[src/rtl/spi_master_seq_if.sv]
// Command/response handshake and SPI pins of the SPI sequencer.
// The slave modport is the sequencer's view; master is the bridge/requester side.
interface spi_master_seq_if #(
  parameter int unsigned SLAVES = 1,
  parameter int unsigned SW     = (SLAVES > 1) ? $clog2(SLAVES) : 1
);
  logic              cmd_valid;
  logic              cmd_ready;
  logic              cmd_rnw;
  logic [SW-1:0]     cmd_slave;
  logic [6:0]        cmd_addr;
  logic [7:0]        cmd_wdata;
  logic              rsp_valid;
  logic [7:0]        rsp_rdata;
  logic              rsp_err;
  logic              busy;
  logic              spi_sclk;
  logic [SLAVES-1:0] spi_ss_n;
  logic              spi_mosi;
  logic              spi_miso;

  modport slave (
    input  cmd_valid, cmd_rnw, cmd_slave, cmd_addr, cmd_wdata, spi_miso,
    output cmd_ready, rsp_valid, rsp_rdata, rsp_err, busy, spi_sclk, spi_ss_n, spi_mosi
  );

  modport master (
    output cmd_valid, cmd_rnw, cmd_slave, cmd_addr, cmd_wdata, spi_miso,
    input  cmd_ready, rsp_valid, rsp_rdata, rsp_err, busy, spi_sclk, spi_ss_n, spi_mosi
  );
endinterface

[src/rtl/spi_master_seq.sv]
// SPI frame sequencer: one 16-bit frame {rnw, addr, data} per accepted command,
// SCLK derived from clk by CLK_DIV, mode selected by CPOL/CPHA.
module spi_master_seq #(
  parameter int unsigned CPOL    = 0,
  parameter int unsigned CPHA    = 0,
  parameter int unsigned SLAVES  = 1,
  parameter int unsigned CLK_DIV = 2,
  parameter int unsigned SS_GAP  = 2
) (
  input logic           clk,
  input logic           rst,
  spi_master_seq_if.slave bus
);
  localparam logic              SCLK_IDLE = 1'(CPOL);
  localparam logic [15:0]       DIV_LAST  = 16'(CLK_DIV - 1);
  localparam logic [15:0]       GAP_LAST  = 16'(SS_GAP - 1);
  localparam logic [SLAVES-1:0] SS_ONE    = SLAVES'(1);

  typedef enum logic [2:0] {StIdle, StSetup, StShift, StHold, StGap, StErr} state_e;

  state_e            state_q, state_d;
  logic [15:0]       cnt_q, cnt_d;
  logic [5:0]        tog_q, tog_d;
  logic [15:0]       frame_q, frame_d;
  logic [15:0]       rx_q, rx_d;
  logic              rnw_q, rnw_d;
  logic              sclk_q, sclk_d;
  logic [SLAVES-1:0] ss_n_q, ss_n_d;
  logic              mosi_q, mosi_d;
  logic              rsp_valid_q, rsp_valid_d;
  logic [7:0]        rdata_q, rdata_d;
  logic              err_q, err_d;

  logic       accept;
  logic       div_last;
  logic [5:0] tog_next;
  logic       lead;
  logic [3:0] bit_idx;

  assign bus.cmd_ready = (state_q == StIdle) && !rst;
  assign accept        = bus.cmd_valid && bus.cmd_ready;
  assign div_last      = (cnt_q == DIV_LAST);
  assign tog_next      = tog_q + 6'd1;
  // Odd toggles are leading edges; toggle k moves bit 15 - k/2 onto MOSI.
  assign lead          = tog_next[0];
  assign bit_idx       = 4'd15 - tog_next[4:1];

  assign bus.busy      = (state_q != StIdle);
  assign bus.spi_sclk  = sclk_q;
  assign bus.spi_ss_n  = ss_n_q;
  assign bus.spi_mosi  = mosi_q;
  assign bus.rsp_valid = rsp_valid_q;
  assign bus.rsp_rdata = rdata_q;
  assign bus.rsp_err   = err_q;

  // Next-state and registered-output logic of the frame sequencer.
  always_comb begin
    state_d     = state_q;
    cnt_d       = cnt_q;
    tog_d       = tog_q;
    frame_d     = frame_q;
    rx_d        = rx_q;
    rnw_d       = rnw_q;
    sclk_d      = sclk_q;
    ss_n_d      = ss_n_q;
    mosi_d      = mosi_q;
    rsp_valid_d = 1'b0;
    rdata_d     = rdata_q;
    err_d       = err_q;
    unique case (state_q)
      StIdle: begin
        if (accept) begin
          rnw_d   = bus.cmd_rnw;
          frame_d = {bus.cmd_rnw, bus.cmd_addr, bus.cmd_rnw ? 8'h00 : bus.cmd_wdata};
          cnt_d   = '0;
          tog_d   = '0;
          if (32'(bus.cmd_slave) >= SLAVES) begin
            state_d     = StErr;
            rsp_valid_d = 1'b1;
            err_d       = 1'b1;
            rdata_d     = 8'h00;
          end else begin
            state_d = StSetup;
            ss_n_d  = ~(SS_ONE << bus.cmd_slave);
            // CPHA=0 slaves sample on the first edge, so bit 15 must already be out.
            if (CPHA == 0) mosi_d = bus.cmd_rnw;
          end
        end
      end
      StErr: state_d = StIdle;
      StSetup, StShift: begin
        cnt_d = cnt_q + 16'd1;
        if (div_last) begin
          cnt_d = '0;
          if (state_q == StShift && tog_q == 6'd32) begin
            state_d = StHold;
          end else begin
            state_d = StShift;
            sclk_d  = ~sclk_q;
            tog_d   = tog_next;
            if ((CPHA == 0) == lead) begin
              rx_d = {rx_q[14:0], bus.spi_miso};
            end else if (CPHA != 0 || tog_next != 6'd32) begin
              mosi_d = frame_q[bit_idx];
            end
          end
        end
      end
      StHold: begin
        cnt_d = cnt_q + 16'd1;
        if (div_last) begin
          cnt_d       = '0;
          state_d     = StGap;
          ss_n_d      = '1;
          mosi_d      = 1'b0;
          rsp_valid_d = 1'b1;
          err_d       = 1'b0;
          rdata_d     = rnw_q ? rx_q[7:0] : 8'h00;
        end
      end
      StGap: begin
        cnt_d = cnt_q + 16'd1;
        if (cnt_q == GAP_LAST) begin
          cnt_d   = '0;
          state_d = StIdle;
        end
      end
      default: state_d = StIdle;
    endcase
  end

  // State and output registers; reset aborts any frame on the same edge.
  always_ff @(posedge clk) begin
    if (rst) begin
      state_q     <= StIdle;
      cnt_q       <= '0;
      tog_q       <= '0;
      frame_q     <= '0;
      rx_q        <= '0;
      rnw_q       <= 1'b0;
      sclk_q      <= SCLK_IDLE;
      ss_n_q      <= '1;
      mosi_q      <= 1'b0;
      rsp_valid_q <= 1'b0;
      rdata_q     <= 8'h00;
      err_q       <= 1'b0;
    end else begin
      state_q     <= state_d;
      cnt_q       <= cnt_d;
      tog_q       <= tog_d;
      frame_q     <= frame_d;
      rx_q        <= rx_d;
      rnw_q       <= rnw_d;
      sclk_q      <= sclk_d;
      ss_n_q      <= ss_n_d;
      mosi_q      <= mosi_d;
      rsp_valid_q <= rsp_valid_d;
      rdata_q     <= rdata_d;
      err_q       <= err_d;
    end
  end
endmodule

[src/flat_wrapper.sv]
// flat-port wrapper written by rule: the top's interface ports become plain ports
module spi_master_seq_flat 
#(
  parameter int unsigned CPOL    = 0,
  parameter int unsigned CPHA    = 0,
  parameter int unsigned SLAVES  = 1,
  parameter int unsigned CLK_DIV = 2,
  parameter int unsigned SS_GAP  = 2
)
  (clk, rst, bus_cmd_valid, bus_cmd_rnw, bus_cmd_slave, bus_cmd_addr, bus_cmd_wdata, bus_spi_miso, bus_cmd_ready, bus_rsp_valid, bus_rsp_rdata, bus_rsp_err, bus_busy, bus_spi_sclk, bus_spi_ss_n, bus_spi_mosi);
  spi_master_seq_if #(.SLAVES(SLAVES)) bus_i ();
  input logic clk;
  input logic rst;
  input wire logic [$bits(bus_i.cmd_valid)-1:0] bus_cmd_valid;
  input wire logic [$bits(bus_i.cmd_rnw)-1:0] bus_cmd_rnw;
  input wire logic [$bits(bus_i.cmd_slave)-1:0] bus_cmd_slave;
  input wire logic [$bits(bus_i.cmd_addr)-1:0] bus_cmd_addr;
  input wire logic [$bits(bus_i.cmd_wdata)-1:0] bus_cmd_wdata;
  input wire logic [$bits(bus_i.spi_miso)-1:0] bus_spi_miso;
  output wire logic [$bits(bus_i.cmd_ready)-1:0] bus_cmd_ready;
  output wire logic [$bits(bus_i.rsp_valid)-1:0] bus_rsp_valid;
  output wire logic [$bits(bus_i.rsp_rdata)-1:0] bus_rsp_rdata;
  output wire logic [$bits(bus_i.rsp_err)-1:0] bus_rsp_err;
  output wire logic [$bits(bus_i.busy)-1:0] bus_busy;
  output wire logic [$bits(bus_i.spi_sclk)-1:0] bus_spi_sclk;
  output wire logic [$bits(bus_i.spi_ss_n)-1:0] bus_spi_ss_n;
  output wire logic [$bits(bus_i.spi_mosi)-1:0] bus_spi_mosi;
  assign bus_i.cmd_valid = bus_cmd_valid;
  assign bus_i.cmd_rnw = bus_cmd_rnw;
  assign bus_i.cmd_slave = bus_cmd_slave;
  assign bus_i.cmd_addr = bus_cmd_addr;
  assign bus_i.cmd_wdata = bus_cmd_wdata;
  assign bus_i.spi_miso = bus_spi_miso;
  assign bus_cmd_ready = bus_i.cmd_ready;
  assign bus_rsp_valid = bus_i.rsp_valid;
  assign bus_rsp_rdata = bus_i.rsp_rdata;
  assign bus_rsp_err = bus_i.rsp_err;
  assign bus_busy = bus_i.busy;
  assign bus_spi_sclk = bus_i.spi_sclk;
  assign bus_spi_ss_n = bus_i.spi_ss_n;
  assign bus_spi_mosi = bus_i.spi_mosi;
  spi_master_seq #(.CPOL(CPOL), .CPHA(CPHA), .SLAVES(SLAVES), .CLK_DIV(CLK_DIV), .SS_GAP(SS_GAP)) u_core (.clk(clk), .rst(rst), .bus(bus_i));
endmodule
[config.mk]
export PLATFORM = sky130hd
export DESIGN_NAME = spi_master_seq_flat
export DESIGN_NICKNAME = d
export VERILOG_FILES = /design/src/rtl/spi_master_seq_if.sv /design/src/rtl/spi_master_seq.sv /design/src/flat_wrapper.sv
export SDC_FILE = /design/constraint.sdc
export NUM_CORES = 1
export LEC_CHECK = 0
export ABC_CLOCK_PERIOD_IN_PS = 2600
export BUFFER_PORTS_ARGS = -buffer_cell sky130_fd_sc_hd__clkbuf_2
export CAP_MARGIN = 0
export CORE_MARGIN = 10
export CORE_UTILIZATION = 30
export CTS_CLUSTER_DIAMETER = 100
export DETAILED_ROUTE_END_ITERATION = 16
export PLACE_DENSITY = 0.51
export SLEW_MARGIN = 30
export SYNTH_ARGS = -nofsm -noshare
export SYNTH_HDL_FRONTEND = slang
export SYNTH_SLANG_ARGS = --single-unit
[constraint.sdc]
create_clock -name clk -period 2.6 [get_ports clk]
set_input_delay 0.39 -clock clk [delete_from_list [all_inputs] [get_ports clk]]
set_output_delay 0.39 -clock clk [all_outputs]
set_load 0.01 [all_outputs]
==> run summary <==
The run finished with clean final reports. The clock network fraction of design power is 0.428, and the number of remaining DRC errors is 0. In this run the standard cell core region covers 9730 sq um. The clock reaches the later pin of the worst-skew pair after 0.34 ns. Counting every instance in the synthesized netlist gives 339. The number of antenna violations at the first check in global routing came out at 0. Measured along the x axis, the die boundary spans 120 um. Worst slew margin relative to its limit: 0.611. The fraction of layout cells with a size suffix above 1 is 0.201, and the routed wirelength normalized by instance count is 13.2 um.

The total via count after detailed routing came out at 2395. Across the run, the number of max-cap violations was 0. The share of synthesized cell area in full adder, half adder and majority cells was 0.0210; the global-route wire length before repair was 11.4 mm.

Clock-pin slew was measured on the worst setup and hold paths at 0.07 ns. Cell count after placement: 495. In this run the register-to-register setup slack is 0.27 ns. Synthesized-area fraction occupied by ao, oa, aoi and oai cells: 0.144. In the synthesized netlist the dominant register cell turns out to be sky130_fd_sc_hd__dfxtp_1.

After legalization and detailed placement, the total HPWL measured 4.83 mm. The average instance in the mapped netlist occupies 8.79 sq um. TritonCTS built the clock tree. The maximum fanout count along the critical path came out at 6. The required arrival time at the worst endpoint came out at 2.81 ns.

The height of the die was 120 um. The run gives 36 as the count of boundary I/O pins. The floorplan step defined a die boundary enclosing 14300 sq um. The element type at the critical path start was a register. Final hold violation count: 0. The logs give 81 for the violation count after the first detailed-route iteration and 3 for the CTS H-tree depth. Setup total negative slack on the finished layout was measured at 0 ns.

The count of placed standard cells in the final layout, fillers left out is 511. The combinational power share is 0.114, and the effective utilization at floorplan is 0.306. Once detail routing completed, the nets flagged for antenna violations numbered 0. The logs give 2399 for the number of global-route vias before repair and 0.295 mV for the maximum VDD drop.

Wires add up to 6.72 mm. Fraction of power consumed by sequential logic: 0.457. Gates resized during post-CTS repair numbered 0. The mux cell area share after synthesis came out at 0.0668. The worst min-delay path class was in -> reg. The number of endpoints failing setup at the final stage came out at 0.

Derived from the worst setup path, the maximum achievable clock frequency is 0.429 GHz. The switching part of the total power works out to 0.263. In this run, synthesis produced a sequential element count of 62. The number of max-slew violations in the final report was 0. The repair_antennas step left the layout with diodes totalling 0.

During placement, the flow inserted port buffers numbering 35. The root buffer cell chosen for the clock tree is sky130_fd_sc_hd__clkbuf_8. The static leakage came out at 0.00126 uW. The cell area after synthesis was 2980 sq um. The time the final worst path needs with I/O delays and setup was 2.33 ns.

Most common cell after layout, fill and taps aside: sky130_fd_sc_hd__dfxtp_1. The setup path with the least slack is of type reg -> reg. The setup skew after layout is 0.00675 ns. Row generation in the floorplan step produced 36 rows. For the proportion of synthesized chip area in sequential cells, the log shows 0.416.

For this run the aggregate overflow at the end of global routing stands at 0. The fraction of the mapped netlist area in simple logic gates is 0.255. Setup slack after layout: 0.271 ns. Leaving out fill and tap cells, the most frequent cells in the layout are sky130_fd_sc_hd__dfxtp_1, sky130_fd_sc_hd__nand2_1, sky130_fd_sc_hd__a21oi_1, sky130_fd_sc_hd__clkbuf_2, sky130_fd_sc_hd__nor2_1. The count of synthesis-stage warnings from yosys came out at 0. Data arrival time of the critical path: 2.54 ns.

Endpoint kind of the worst setup timing path: a register. Maximum buffer depth of the clock tree: 2. The overall fraction of global-route tracks in use was 0.0970. Setup repair after global routing left no endpoint under its margin. Timing analysis after detailed placement gives a worst setup slack of 0.282 ns.

Share of async-settable or async-resettable flops after synthesis: 0. The xor and xnor area share after synthesis was 0.0554. At the end of the flow, the number of nets in the layout was 399. Before antenna repair, the detailed router went through 4 iterations. In this run, synthesis inferred 0 flip-flops with an integrated enable. The global placer's final weighted congestion was 0.819; the cell area power density was 630 nW/um^2. Entering global routing, the biggest net connects 49 pins. Relative to the synthesized area, the layout overhead comes to 17.1%. Clock tree synthesis inserted a total of 9 buffers. The total internal power was 1620 uW. By area, the combinational part of the netlist is dominated by simple AND/OR/NAND/NOR gates. Ratio of final minimum period to clock period: 0.896. The synthesized net count came out at 365. The vias per cell is 4.69. The slew of the pin with the lowest slew margin is 0.582 ns, and the buffers inserted during post-CTS setup optimization is 0. In this run, distinct cell masters in the synthesized netlist total 56. The run gives 579 uW as the switching power of the nets. Hold repair after CTS inserted 0 buffers. The clock net in this run drives a total of 62 sinks.
[registers in the layout, summed over array words and instances (netlist names)]
name,cells
u_core.bus.rsp_valid,1
u_core.rx_q,8
u_core.bus.spi_ss_n,1
u_core.frame_q,16
u_core.cnt_q,16
u_core.bus.spi_mosi,1
u_core.bus.rsp_rdata,8
u_core.bus.rsp_err,1
u_core.state_q,3
u_core.bus.spi_sclk,1
u_core.tog_q,6
[power by group through the flow]
| stage | Sequential, uW | Clock, uW | Combinational (uW) |
|---|---|---|---|
| after global placement | 1030 | 0 | 253 |
| after floorplan | 1020 | 0 | 186 |
| after global routing | 1010 | 1020 | 284 |
| final | 1010 | 941 | 251 |
| after CTS | 1000 | 978 | 255 |
| after detailed placement | 1030 | 0 | 255 |
[metal layers]
layer	global-route usage	share of wire	up-vias
met3	0.0291	0.035	10
li1	-	-	1257
met5	0	0	-
met1	0.124	0.50	1091
met2	0.149	0.45	37
met4	0.0407	0.018	0
[kinds of logic (layout without fill, tap and decap cells)]
group	Yosys count	count (layout)
multiplexers	14	14
flip-flops	62	62
buffers and inverters	24	63
adder cells (fa/ha/maj)	5	5
XOR/XNOR	18	18
AND/OR/NAND/NOR	148	148
AO/OA/AOI/OAI	68	68
[metrics by stage]
stage	utilization	hold WS, ns	cell area (sq um)	power (uW)
floorplan	-	0.427	2980	1200
global placement	0.336	0.438	3270	1280
detailed placement	0.336	0.444	3270	1280
CTS	0.359	0.266	3490	2240
global route	0.359	0.276	3490	2310
finish	0.359	0.275	3490	2200
[synth_stat cells, drive strengths merged, types with 4 or more instances]
library cell | n | area [sq um]
dfxtp | 62 | 1240
nand2 | 51 | 191
a21oi | 37 | 200
nor2 | 31 | 124
nand3 | 18 | 95.1
o21ai | 14 | 73.8
xor2 | 11 | 104
buf | 9 | 55.0
clkbuf | 9 | 43.8
mux2i | 9 | 90.1
nand3b | 8 | 60.1
nor3 | 8 | 45.0
xnor2 | 7 | 61.3
inv | 6 | 22.5
or3 | 6 | 37.5
ha | 5 | 62.6
nand4 | 5 | 37.5
o21a | 5 | 45.0
and2 | 4 | 25.0
and4 | 4 | 35.0
mux4 | 4 | 97.6
[worst max-delay path, stage by stage, from the launching register on]
cell and delay [ns]:
sky130_fd_sc_hd__dfxtp_1 0.40, sky130_fd_sc_hd__ha_1 0.31, sky130_fd_sc_hd__nand3_2 0.12, sky130_fd_sc_hd__xor2_2 0.28
sky130_fd_sc_hd__mux4_1 0.59, sky130_fd_sc_hd__mux2_2 0.29, sky130_fd_sc_hd__a21oi_2 0.15, sky130_fd_sc_hd__a211oi_2 0.07
[area by class of cell]
type,instances,area (sq um)
fillers,1051,6240
multi-input cells,253,1620
flip-flops and latches,62,1240
repair buffers,41,220
well taps,133,166
clock buffers,9,124
clock inverters,7,98.8
inverters,6,22.5
[final timing paths]
check,start,depth (start not counted),end
max,u_core.tog_q[1],7,u_core.bus.spi_mosi
min,bus_cmd_addr[3],3,u_core.frame_q[11]
max reg2reg,u_core.tog_q[1],7,u_core.bus.spi_mosi
min reg2reg,u_core.bus.rsp_rdata[7],2,u_core.bus.rsp_rdata[7]
(Power assumes the default switching activity.)
